`src/rtl/uart_tx_arbiter.sv`:
```
// Round-robin, packet-granular arbiter sharing one UART transmitter among NUM_REQ byte streams.
// Optional ISSUE watchdog with sticky timeout_err is built only when UART_ARB_TIMEOUT_EN is defined.
module uart_tx_arbiter #(
    parameter int NUM_REQ = 4,
    parameter int CNT_W   = 16,
    parameter int TIMEOUT = 100000
) (
    input  logic                 clk,
    input  logic                 reset,
    input  logic [NUM_REQ-1:0]   req_valid,
    input  logic [NUM_REQ-1:0]   req_last,
    input  logic [8*NUM_REQ-1:0] req_data,
    output logic [NUM_REQ-1:0]   req_ready,
    output logic [NUM_REQ-1:0]   grant,
    output logic                 uart_wr_en,
    output logic [7:0]           uart_data,
    input  logic                 uart_tx_ready,
    output logic                 busy,
    output logic [CNT_W-1:0]     bytes_sent,
    output logic                 timeout_err
);

    localparam int IW = (NUM_REQ > 1) ? $clog2(NUM_REQ) : 1;

    localparam logic [1:0] S_IDLE  = 2'd0;
    localparam logic [1:0] S_FETCH = 2'd1;
    localparam logic [1:0] S_ISSUE = 2'd2;
    localparam logic [1:0] S_DRAIN = 2'd3;

    if (NUM_REQ < 2 || NUM_REQ > 8 || CNT_W < 1 || TIMEOUT < 1) begin : g_bad_params
        $error("uart_tx_arbiter: parameter out of range");
    end

    // (base + offs) mod NUM_REQ; both operands are already below NUM_REQ.
    function automatic logic [IW-1:0] wrap_idx(input logic [IW-1:0] base, input int offs);
        int sum;
        sum = int'({{(32-IW){1'b0}}, base}) + offs;
        sum = (sum >= NUM_REQ) ? (sum - NUM_REQ) : sum;
        return sum[IW-1:0];
    endfunction

    function automatic logic [NUM_REQ-1:0] onehot(input logic [IW-1:0] idx);
        return {{(NUM_REQ-1){1'b0}}, 1'b1} << idx;
    endfunction

    logic [1:0]         r_state,     w_state_nxt;
    logic [NUM_REQ-1:0] r_grant,     w_grant_nxt;
    logic [IW-1:0]      r_gidx,      w_gidx_nxt;
    logic [IW-1:0]      r_ptr,       w_ptr_nxt;
    logic [NUM_REQ-1:0] r_req_ready, w_req_ready_nxt;
    logic               r_wr_en,     w_wr_en_nxt;
    logic [7:0]         r_data,      w_data_nxt;
    logic               r_last,      w_last_nxt;
    logic               r_busy,      w_busy_nxt;
    logic [CNT_W-1:0]   r_bytes,     w_bytes_nxt;
    logic               w_found;
    logic [IW-1:0]      w_win;
    logic [7:0]         w_sel_data;

`ifdef UART_ARB_TIMEOUT_EN
    localparam int TW = $clog2(TIMEOUT + 1);
    logic [TW-1:0]      r_tcnt,      w_tcnt_nxt;
    logic               r_terr,      w_terr_nxt;
`endif

    assign w_sel_data = req_data[{r_gidx, 3'b000} +: 8];

    // Round-robin search: first valid requester at or above the pointer, wrapping.
    always_comb begin
        w_found = 1'b0;
        w_win   = '0;
        for (int k = 0; k < NUM_REQ; k++) begin
            if (!w_found && req_valid[wrap_idx(r_ptr, k)]) begin
                w_found = 1'b1;
                w_win   = wrap_idx(r_ptr, k);
            end else begin
                w_found = w_found;
            end
        end
    end

    // Next-state and next-output computation for the packet FSM.
    always_comb begin
        w_state_nxt     = r_state;
        w_grant_nxt     = r_grant;
        w_gidx_nxt      = r_gidx;
        w_ptr_nxt       = r_ptr;
        w_req_ready_nxt = '0;
        w_wr_en_nxt     = r_wr_en;
        w_data_nxt      = r_data;
        w_last_nxt      = r_last;
        w_bytes_nxt     = r_bytes;
`ifdef UART_ARB_TIMEOUT_EN
        w_tcnt_nxt      = r_tcnt;
        w_terr_nxt      = r_terr;
`endif
        case (r_state)
            S_IDLE: begin
                if (uart_tx_ready && w_found) begin
                    w_grant_nxt = onehot(w_win);
                    w_gidx_nxt  = w_win;
                    w_state_nxt = S_FETCH;
                end else begin
                    w_grant_nxt = '0;
                end
            end
            S_FETCH: begin
                if (req_valid[r_gidx]) begin
                    w_data_nxt      = w_sel_data;
                    w_last_nxt      = req_last[r_gidx];
                    w_req_ready_nxt = r_grant;
                    w_wr_en_nxt     = 1'b1;
                    w_state_nxt     = S_ISSUE;
`ifdef UART_ARB_TIMEOUT_EN
                    w_tcnt_nxt      = '0;
`endif
                end else begin
                    w_state_nxt = S_FETCH;
                end
            end
            S_ISSUE: begin
                // The UART only samples wr_en on its baud tick, so hold until tx_ready falls.
                if (!uart_tx_ready) begin
                    w_wr_en_nxt = 1'b0;
                    w_bytes_nxt = r_bytes + CNT_W'(1);
                    w_state_nxt = S_DRAIN;
                end
`ifdef UART_ARB_TIMEOUT_EN
                else if (r_tcnt == TW'(TIMEOUT - 1)) begin
                    w_wr_en_nxt = 1'b0;
                    w_terr_nxt  = 1'b1;
                    w_ptr_nxt   = wrap_idx(r_gidx, 1);
                    w_grant_nxt = '0;
                    w_state_nxt = S_IDLE;
                end else begin
                    w_tcnt_nxt  = r_tcnt + TW'(1);
                end
`else
                else begin
                    w_wr_en_nxt = 1'b1;
                end
`endif
            end
            S_DRAIN: begin
                if (uart_tx_ready) begin
                    if (r_last) begin
                        w_ptr_nxt   = wrap_idx(r_gidx, 1);
                        w_grant_nxt = '0;
                        w_state_nxt = S_IDLE;
                    end else begin
                        w_state_nxt = S_FETCH;
                    end
                end else begin
                    w_state_nxt = S_DRAIN;
                end
            end
            default: begin
                w_state_nxt = S_IDLE;
                w_grant_nxt = '0;
                w_wr_en_nxt = 1'b0;
            end
        endcase
        w_busy_nxt = (w_state_nxt != S_IDLE);
    end

    // State and output registers; reset abandons any packet in flight.
    always_ff @(posedge clk or posedge reset) begin
        if (reset) begin
            r_state     <= S_IDLE;
            r_grant     <= '0;
            r_gidx      <= '0;
            r_ptr       <= '0;
            r_req_ready <= '0;
            r_wr_en     <= 1'b0;
            r_data      <= 8'h00;
            r_last      <= 1'b0;
            r_busy      <= 1'b0;
            r_bytes     <= '0;
`ifdef UART_ARB_TIMEOUT_EN
            r_tcnt      <= '0;
            r_terr      <= 1'b0;
`endif
        end else begin
            r_state     <= w_state_nxt;
            r_grant     <= w_grant_nxt;
            r_gidx      <= w_gidx_nxt;
            r_ptr       <= w_ptr_nxt;
            r_req_ready <= w_req_ready_nxt;
            r_wr_en     <= w_wr_en_nxt;
            r_data      <= w_data_nxt;
            r_last      <= w_last_nxt;
            r_busy      <= w_busy_nxt;
            r_bytes     <= w_bytes_nxt;
`ifdef UART_ARB_TIMEOUT_EN
            r_tcnt      <= w_tcnt_nxt;
            r_terr      <= w_terr_nxt;
`endif
        end
    end

    assign req_ready  = r_req_ready;
    assign grant      = r_grant;
    assign uart_wr_en = r_wr_en;
    assign uart_data  = r_data;
    assign busy       = r_busy;
    assign bytes_sent = r_bytes;
`ifdef UART_ARB_TIMEOUT_EN
    assign timeout_err = r_terr;
`else
    assign timeout_err = 1'b0;
`endif

endmodule
```
`config.mk`:
```
export PLATFORM = sky130hd
export DESIGN_NAME = uart_tx_arbiter
export DESIGN_NICKNAME = d
export VERILOG_FILES = /design/src/rtl/uart_tx_arbiter.sv
export SDC_FILE = /design/constraint.sdc
export NUM_CORES = 1
export LEC_CHECK = 0
export BUFFER_PORTS_ARGS = -buffer_cell sky130_fd_sc_hd__buf_2
export CAP_MARGIN = 25
export CORE_ASPECT_RATIO = 1.4
export CORE_MARGIN = 2
export CORE_UTILIZATION = 29
export DETAILED_ROUTE_END_ITERATION = 16
export PLACE_DENSITY = 0.51
export SETUP_SLACK_MARGIN = 0.05
export SYNTH_ARGS = -nofsm -noshare
export SYNTH_HDL_FRONTEND = slang
export SYNTH_SLANG_ARGS = --single-unit
```
`constraint.sdc`:
```
create_clock -name clk -period 3.6 [get_ports clk]
set_input_delay 0 -clock clk [delete_from_list [all_inputs] [get_ports clk]]
set_output_delay 0 -clock clk [all_outputs]
set_load 0.005 [all_outputs]
```
After elaboration in Yosys (flattened, before gate mapping):

Index checks and enable logic that the tools add are counted.

* add/subtract/negate cells: 10
* multipliers: 0
* divide/modulo/power cells: 0
* magnitude comparators: 10
* eq/ne operators: 6
* shifts and indexed selects: 2
* muxes and demuxes: 40
* bitwise logic cells: 1
* reduce and logical (&&, ||, !) cells: 17

Operator list (number)
* $shiftx 32x6->8: 1
* $mux 2: 13
* $mux 4: 5
* $add 16x1->16 const B: 1
* $lt 2x3->1 const B: 5
* $mux 1: 13
* $bmux 1 s2: 6
* $ge 3x3->1 const B: 4
* $sub 2x1->2 const B: 5
* $pmux 2 s4: 1
* $pmux 4 s2: 1
* $reduce_and 2->1: 4
* $add 2x1->3 const B: 2
* $add 2x2->3 const B: 2
* $ne 2x2->1 const B: 3
* $reduce_and 3->1: 2
* $reduce_bool 2->1: 3
* $eq 2x2->1 const B: 2
* $logic_and 1x1->1: 4
* $shl 1x2->4 const A: 1
* $ge 2x3->1 const B: 1
* $logic_not 1->1: 3
* $eq 2x1->1 const B: 1
* $logic_not 2->1: 1
* other kinds (2): 2

* bits in registers: 41
* bits in latches: 0
* bits in writable memories: 0
* memory bits (read-only): 0
* output and inout port bits: 35
* logic and storage cells: 96
* memories kept: 0

Logic depth before layout (Yosys ltp):

Gate-level depths: netlist of the first run.

* depth in word-level cells: 18
* depth in mapped cells: 6
* depth with buffers taken out: 5

Least setup slack after synthesis of the first run:

OpenSTA, ideal clock, no wires.

* path kind: register -> register
* start: reg r_gidx[0]
* end: reg r_last
* library setup time: 0.125 ns
* arrival time: 1.507 ns
* required time: 3.475 ns
* slack: 1.968 ns
* cell stages (with the launch flop): 6
* path buffers: 1
* period minus slack after synthesis: 1.632 ns
* path through: dfrtp_1 -> mux4_2 -> nand2_2 -> nor2_4 -> buf_6 -> mux2_4

* longest elaborated chain between the ends: 3
* elaborated cells on any way between the ends: 5

RTL lines
* from (decl): RTL line 48 `logic [IW-1:0] r_gidx, w_gidx_nxt;`
* from (signal assigned): RTL line 186 `r_gidx <= w_gidx_nxt;`
* $bmux 1 s2: RTL line 108 `if (req_valid[r_gidx]) begin`
* $mux 1 (implied by the code): RTL line 108
* $reduce_and 2->1 (no line)
* to (signal assigned): RTL line 191 `r_last <= w_last_nxt;`
* to (decl): RTL line 53 `logic r_last, w_last_nxt;`

Parallel ways exist; a longest one is shown, timed or not. The select of a mux whose other input is x is not followed.
A chain may end at the register's enable or synchronous reset.

Final worst setup path of the first run:

* start: reg r_gidx[0]
* end: reg r_data[4] (netlist: uart_data[4])

* longest elaborated chain between the ends: 3
* elaborated cells on any way between the ends: 4

RTL lines
* branches (longest 3 deep; another with $shiftx 32x6->8)
* to (signal assigned): RTL line 190 `r_data <= w_data_nxt;`
* to (decl): RTL line 52 `logic [7:0] r_data, w_data_nxt;`

Parallel ways; which one is timed is not known. The select of a mux whose other input is x is not followed.

==> out/metrics.cfg, run 1 <==
[critical_path]
cp.required_ns=3.78
worstSetupEndpointType=flip-flop
worst-path-max-fanout=13
rrSetupSlack_ns=1.52
max_stage_delay_ns=0.77
critPathKind=flip-flop to flip-flop
path_cells=mux4_2 > nand2_2 > nor2_4 > mux2_2
arrival_ns=2.26
start_kind=flip-flop
slowest_stage=dfrtp_1

[sta]
setup_viol=0
period_needed_ns=2.08
worst_slew_pin_slew_ns=0.657
final.period_utilization_pct=57.8
finalSetupTns_ns=0
slew-limit-headroom_pct=56.2
skew_ns=0.00353
fin_ws_ns=1.52
fin_hold_ws_ns=0.138
max_clock_freq_ghz=0.481
rsz0062_at_grt=no
drv_slew=0
hold_violations=0

[detailed_routing]
drt_pass1_iterations=4
drc=0
totalWireLength_um=4810
routed-via-count=1581
drt-initial-drc-count=51
avgViaCountPerCell=4.68
wl_per_cell_um=14.2
ant_nets=0

[placement]
place_hpwl_um=3680
gp_congestion=0.751
port_buffers=76
post-place-ws_ns=1.47

[power_and_ir_drop]
power_density_nw_per_um2=642
p_leak_nw=1.24
peakVddDrop_v=0.000228

[yosys]
synth_fa_ha_area_share_pct=0.611
syn_nets=209
synth_mux_area_share_pct=18.9
syn_area_per_cell_um2=12.4
syn_area_um2=2050
postSynthCellCount=165
synthXorXnorAreaFrac_pct=6.84
synth_top_family_by_area=multiplexers
synth_top_area_share_pct=50.1
ys_seq_area_share_pct=50.1
synth_area_leaders=dfrtp_1, mux4_2, xnor2_1, mux2_4, mux4_1
synth_compound_area_share_pct=6.65
synthSimpleGateAreaFrac_pct=13.3
yosysWarnings=0
ys_seq_elements=41
synth.distinct_cells=41
yosys.area.top_type=dfrtp_1

[clock_network]
max-clock-path-buffers=2
cts_setup_buffers=0
clk_pin_slew_ns=0.08
clkLatencyLatePin_ns=0.29
tritoncts=done
cts_buffers=5
cts_root_buf=clkbuf_8
htreeDepth=2
numClockSinks=41

[floorplan]
initial_core_util_pct=29.7
die_area_um2=7770
die_w_um=75.1
rows=36
dieHeight_um=103
num_io_pins=78
core_area_um2=6890

[grt]
antenna_found_initial=0
grt_pass1_vias=1525
grt_pass1_wl_um=7690
grt.overflow.total=0
grt_max_degree=42
grtUsageTotal_pct=13.3

[layout]
num_antenna_cells=0
nets=286
drive_above_1_share_pct=43.2
areaGrowthSynthToFinish_pct=27.5

[worst_hold_path]
hold_class=input pin to flip-flop

[run_status]
status=completed

[run]
max_cap_violations=0

cell families after synthesis:
| group | after synthesis |
|---|---|
| multiplexers | 22 |
| other | 1 |
| AO/OA/AOI/OAI | 21 |
| buffers and inverters | 12 |
| AND/OR/NAND/NOR | 51 |
| flip-flops | 41 |
| adder cells (fa/ha/maj) | 1 |
| XOR/XNOR | 16 |
cells in the mapped netlist (all sizes together):
library cell	instances
a21boi	1
a21oi	5
a31oi	2
and2	4
and3	1
and4	1
buf	7
clkbuf	2
conb	1
dfrtp	41
ha	1
inv	3
mux2	10
mux2i	2
mux4	10
nand2	15
nand2b	3
nand3	6
nand4	6
nor2	10
nor3	2
nor3b	1
o21a	1
o21ai	5
o22a	1
o22ai	1
o32ai	4
o41ai	1
or3	1
or3b	1
xnor2	14
xor2	2
metal layers:
layer,track usage [%],up-vias,routed length [um]
met5,0,-,0
met2,22.8,44,2590
met4,3.71,0,37
met1,16.3,785,1950
met3,3.49,5,235
li1,-,747,-
layout make-up:
cell class              count  area, um^2
fillers                   706        4280
clock inverters             2        13.8
clock buffers               6        82.6
repair buffers             79         408
multi-input cells         112         953
inverters                   3        11.3
well taps                  95         119
flip-flops and latches     41        1030
path summary, 6_finish.rpt:
kind | start | to | depth (start not counted)
setup / recovery | r_gidx[0]$_DFFE_PP0P_ | uart_data[4]$_DFFE_PP0P_ | 4
hold / removal | req_data[21] | uart_data[5]$_DFFE_PP0P_ | 3
setup reg to reg | r_gidx[0]$_DFFE_PP0P_ | uart_data[4]$_DFFE_PP0P_ | 4
hold reg to reg | bytes_sent[15]$_DFFE_PP0P_ | bytes_sent[15]$_DFFE_PP0P_ | 1
max in group asynchronous | reset | bytes_sent[3]$_DFFE_PP0P_ | 4
min in group asynchronous | reset | uart_data[2]$_DFFE_PP0P_ | 4
through the flow:
step                      cell area, um^2  power, mW  instances  util, %
final                                2610       1.68        338     37.9
after global routing                 2610       1.82        338     37.9
after CTS                            2610       1.71        338     37.9
after floorplan                      2050       1.19        165        -
after detailed placement             2500       1.38        328     36.2
after global placement               2500       1.37        328     36.2
sequential cells by signal, indices dropped and copies added, names as in the netlist:
name,cells
bytes_sent,16
uart_data,8
grant,4
req_ready,4
r_gidx,2
r_ptr,2
r_state,2
busy,1
r_last,1
uart_wr_en,1
worst max-delay path, delay by kind of cell (launching register included):
family           cells  cell delay [ns]
and+or+nand+nor      2             0.42
DFF                  1             0.77
muxes                2             0.77
power breakdown:
part	switching [mW]	leakage, nW	internal, mW
Clock	0.159	0.0512	0.155
Combinational	0.233	0.671	0.352
Sequential	0.179	0.521	0.598
Total	0.572	1.24	1.11
what timing repair did:
action	in CTS	in global routing
hold endpoints to repair	43	0
gates resized for setup	0	0
hold buffers	2	0
placed cells by master, fill, tap and decap left out, types with 2 or more instances in the layout:
cell type      count
a21oi_1            5
a31oi_1            2
and2_1             4
buf_2             76
clkbuf_8           6
dfrtp_1           41
dlygate4sd3_1      2
inv_1              3
mux2_1             2
mux2_2             2
mux2_4             6
mux2i_1            2
mux4_1             2
mux4_2             8
nand2_1           14
nand2b_1           3
nand3_1            6
nand4_1            6
nor2_1             7
nor2_4             2
nor3_1             2
o21ai_0            5
o32ai_1            4
xnor2_1           14
xor2_1             2
No activity file was read; power rests on OpenSTA's default activity.
==> run 2: changes to the inputs <==
==> constraint.sdc (replaced) <==
create_clock -name clk -period 2.01 [get_ports clk]
set_input_delay 0 -clock clk [delete_from_list [all_inputs] [get_ports clk]]
set_output_delay 0 -clock clk [all_outputs]
set_load 0.005 [all_outputs]
==> run 2 against run 1 <==
- cell count rose by 1.5%
- non-clock buffer count rose by 5
- clock skew rose by 0.0026 ns
- critical path depth did not move
- global-route usage fell by 0.36 points
- count of clock-buffer cells in the layout fell by 1
- die area did not move
- largest power group unchanged
==> out/metrics.cfg, run 2 (synthesized netlist as in run 1, its figures left out) <==
[sta]
worst_slew_pin_slew_ns=0.533
fin_ws_ns=0.318
drv_slew=0
final.period_utilization_pct=84.2
period_needed_ns=1.69
finalSetupTns_ns=0
hold_violations=0
setup_viol=0
skew_ns=0.00609
rsz0062_at_grt=no
max_clock_freq_ghz=0.591
slew-limit-headroom_pct=64.0

[run]
max_cap_violations=0

[grt]
grt_pass1_vias=1565
grt.overflow.total=0
grt_max_degree=42
grt_pass1_wl_um=7560
antenna_found_initial=0
grtUsageTotal_pct=12.9

[placement]
gp_congestion=0.750
port_buffers=76
post-place-ws_ns=0.313
place_hpwl_um=3690

[detailed_routing]
wl_per_cell_um=13.8
ant_nets=0
drt-initial-drc-count=40
avgViaCountPerCell=4.69
drc=0
routed-via-count=1607
drt_pass1_iterations=4
totalWireLength_um=4740

[power_and_ir_drop]
p_seq_share_pct=41.5
p_clk_share_pct=17.5
sw_frac_of_total_pct=34.0
p_comb_share_pct=41.0
peakVddDrop_v=0.000456
power_density_nw_per_um2=1150
power.internal_mw=2.00
p_leak_nw=1.26
total_power_mw=3.03
switchingPower_mw=1.03

[floorplan]
dieHeight_um=103
core_area_um2=6890
die_w_um=75.1
die_area_um2=7770
rows=36
initial_core_util_pct=29.7
num_io_pins=78

[run_status]
status=completed

[critical_path]
rrSetupSlack_ns=0.32
path_cells=mux4_2 > nand2_2 > nor2_4 > mux2_2
critPathKind=flip-flop to flip-flop
reg2reg_depth=4
start_kind=flip-flop
worst-path-max-fanout=13
slowest_stage=dfrtp_1
max_stage_delay_ns=0.40
worstSetupEndpointType=flip-flop
arrival_ns=1.88
cp.required_ns=2.19
reg2reg_from=r_gidx[0]$_DFFE_PP0P_
r2r_end=uart_data[4]$_DFFE_PP0P_

[layout]
nets=291
final_common_cell=buf_2
areaGrowthSynthToFinish_pct=28.9
largest_reg_flops=16
drive_above_1_share_pct=44.4
final_cell_mix=buf_2, dfrtp_1, xnor2_1, nand2_1, mux4_2
num_antenna_cells=0

[worst_hold_path]
hold_class=input pin to flip-flop
whs_path_depth=3
hold_end=uart_data[6]$_DFFE_PP0P_
hold_start=req_data[22]

[clock_network]
cts_buffers=5
htreeDepth=2
tritoncts=done
clk_pin_slew_ns=0.08
numClockSinks=41
cts_root_buf=clkbuf_8
max-clock-path-buffers=2
clkLatencyLatePin_ns=0.29

-- run 2: power by group through the flow --
stage	sequential, mW	clock (mW)	combinational [mW]
floorplan	1.26	0	0.877
global placement	1.28	0	1.24
detailed placement	1.28	0	1.26
CTS	1.26	0.554	1.27
global route	1.30	0.601	1.39
finish	1.26	0.531	1.24
-- run 2: final cells by class --
| cell class | count | area [um^2] |
|---|---|---|
| fill | 686 | 4250 |
| sequential | 41 | 1030 |
| multi-input combinational | 112 | 953 |
| timing repair buffer | 84 | 445 |
| tap | 95 | 119 |
| clock buffer | 5 | 68.8 |
| clock inverter | 3 | 17.5 |
| inverter | 3 | 11.3 |
-- run 2: per-stage QoR --
step                      cells  hold WS (ns)  utilization, %  cell area [um^2]
after global routing        343         0.133            38.3              2640
after CTS                   343         0.130            38.3              2640
after detailed placement    333         0.174            36.8              2530
after global placement      333         0.173            36.8              2530
final                       343         0.136            38.3              2640
after floorplan             165        0.0960               -              2050
-- run 2: how the worst max path moves through the flow --
stage	from	endpoint	slack (ns)	depth (start not counted)
CTS	r_gidx[0]$_DFFE_PP0P_	uart_data[4]$_DFFE_PP0P_	0.30	4
global route	r_gidx[0]$_DFFE_PP0P_	uart_data[4]$_DFFE_PP0P_	0.23	4
floorplan	r_gidx[0]$_DFFE_PP0P_	r_last$_DFFE_PP0P_	0.38	5
finish	r_gidx[0]$_DFFE_PP0P_	uart_data[4]$_DFFE_PP0P_	0.32	4
detailed placement	r_gidx[0]$_DFFE_PP0P_	uart_data[4]$_DFFE_PP0P_	0.31	4
global placement	r_gidx[0]$_DFFE_PP0P_	uart_data[4]$_DFFE_PP0P_	0.35	4
-- run 2: what timing repair did --
action / 4_1_cts / 5_1_grt
buffers inserted: 0 / 0
gates resized for setup: 0 / 0
hold buffers: 2 / 0
setup endpoints to repair: 0 / 0
hold endpoints to repair: 43 / 0
-- run 2: per-layer routing --
metal	GRT usage, %	vias to the layer above	wire, um
li1	-	755	-
met1	15.7	801	1950
met2	21.3	46	2430
met3	4.36	5	317
met4	4.40	0	51
met5	0	-	0
-- run 2: critical path, delay by kind of cell (launching register included) --
kind	cells	cell delay, ns
simple gates	2	0.43
mux	2	0.75
flops	1	0.40
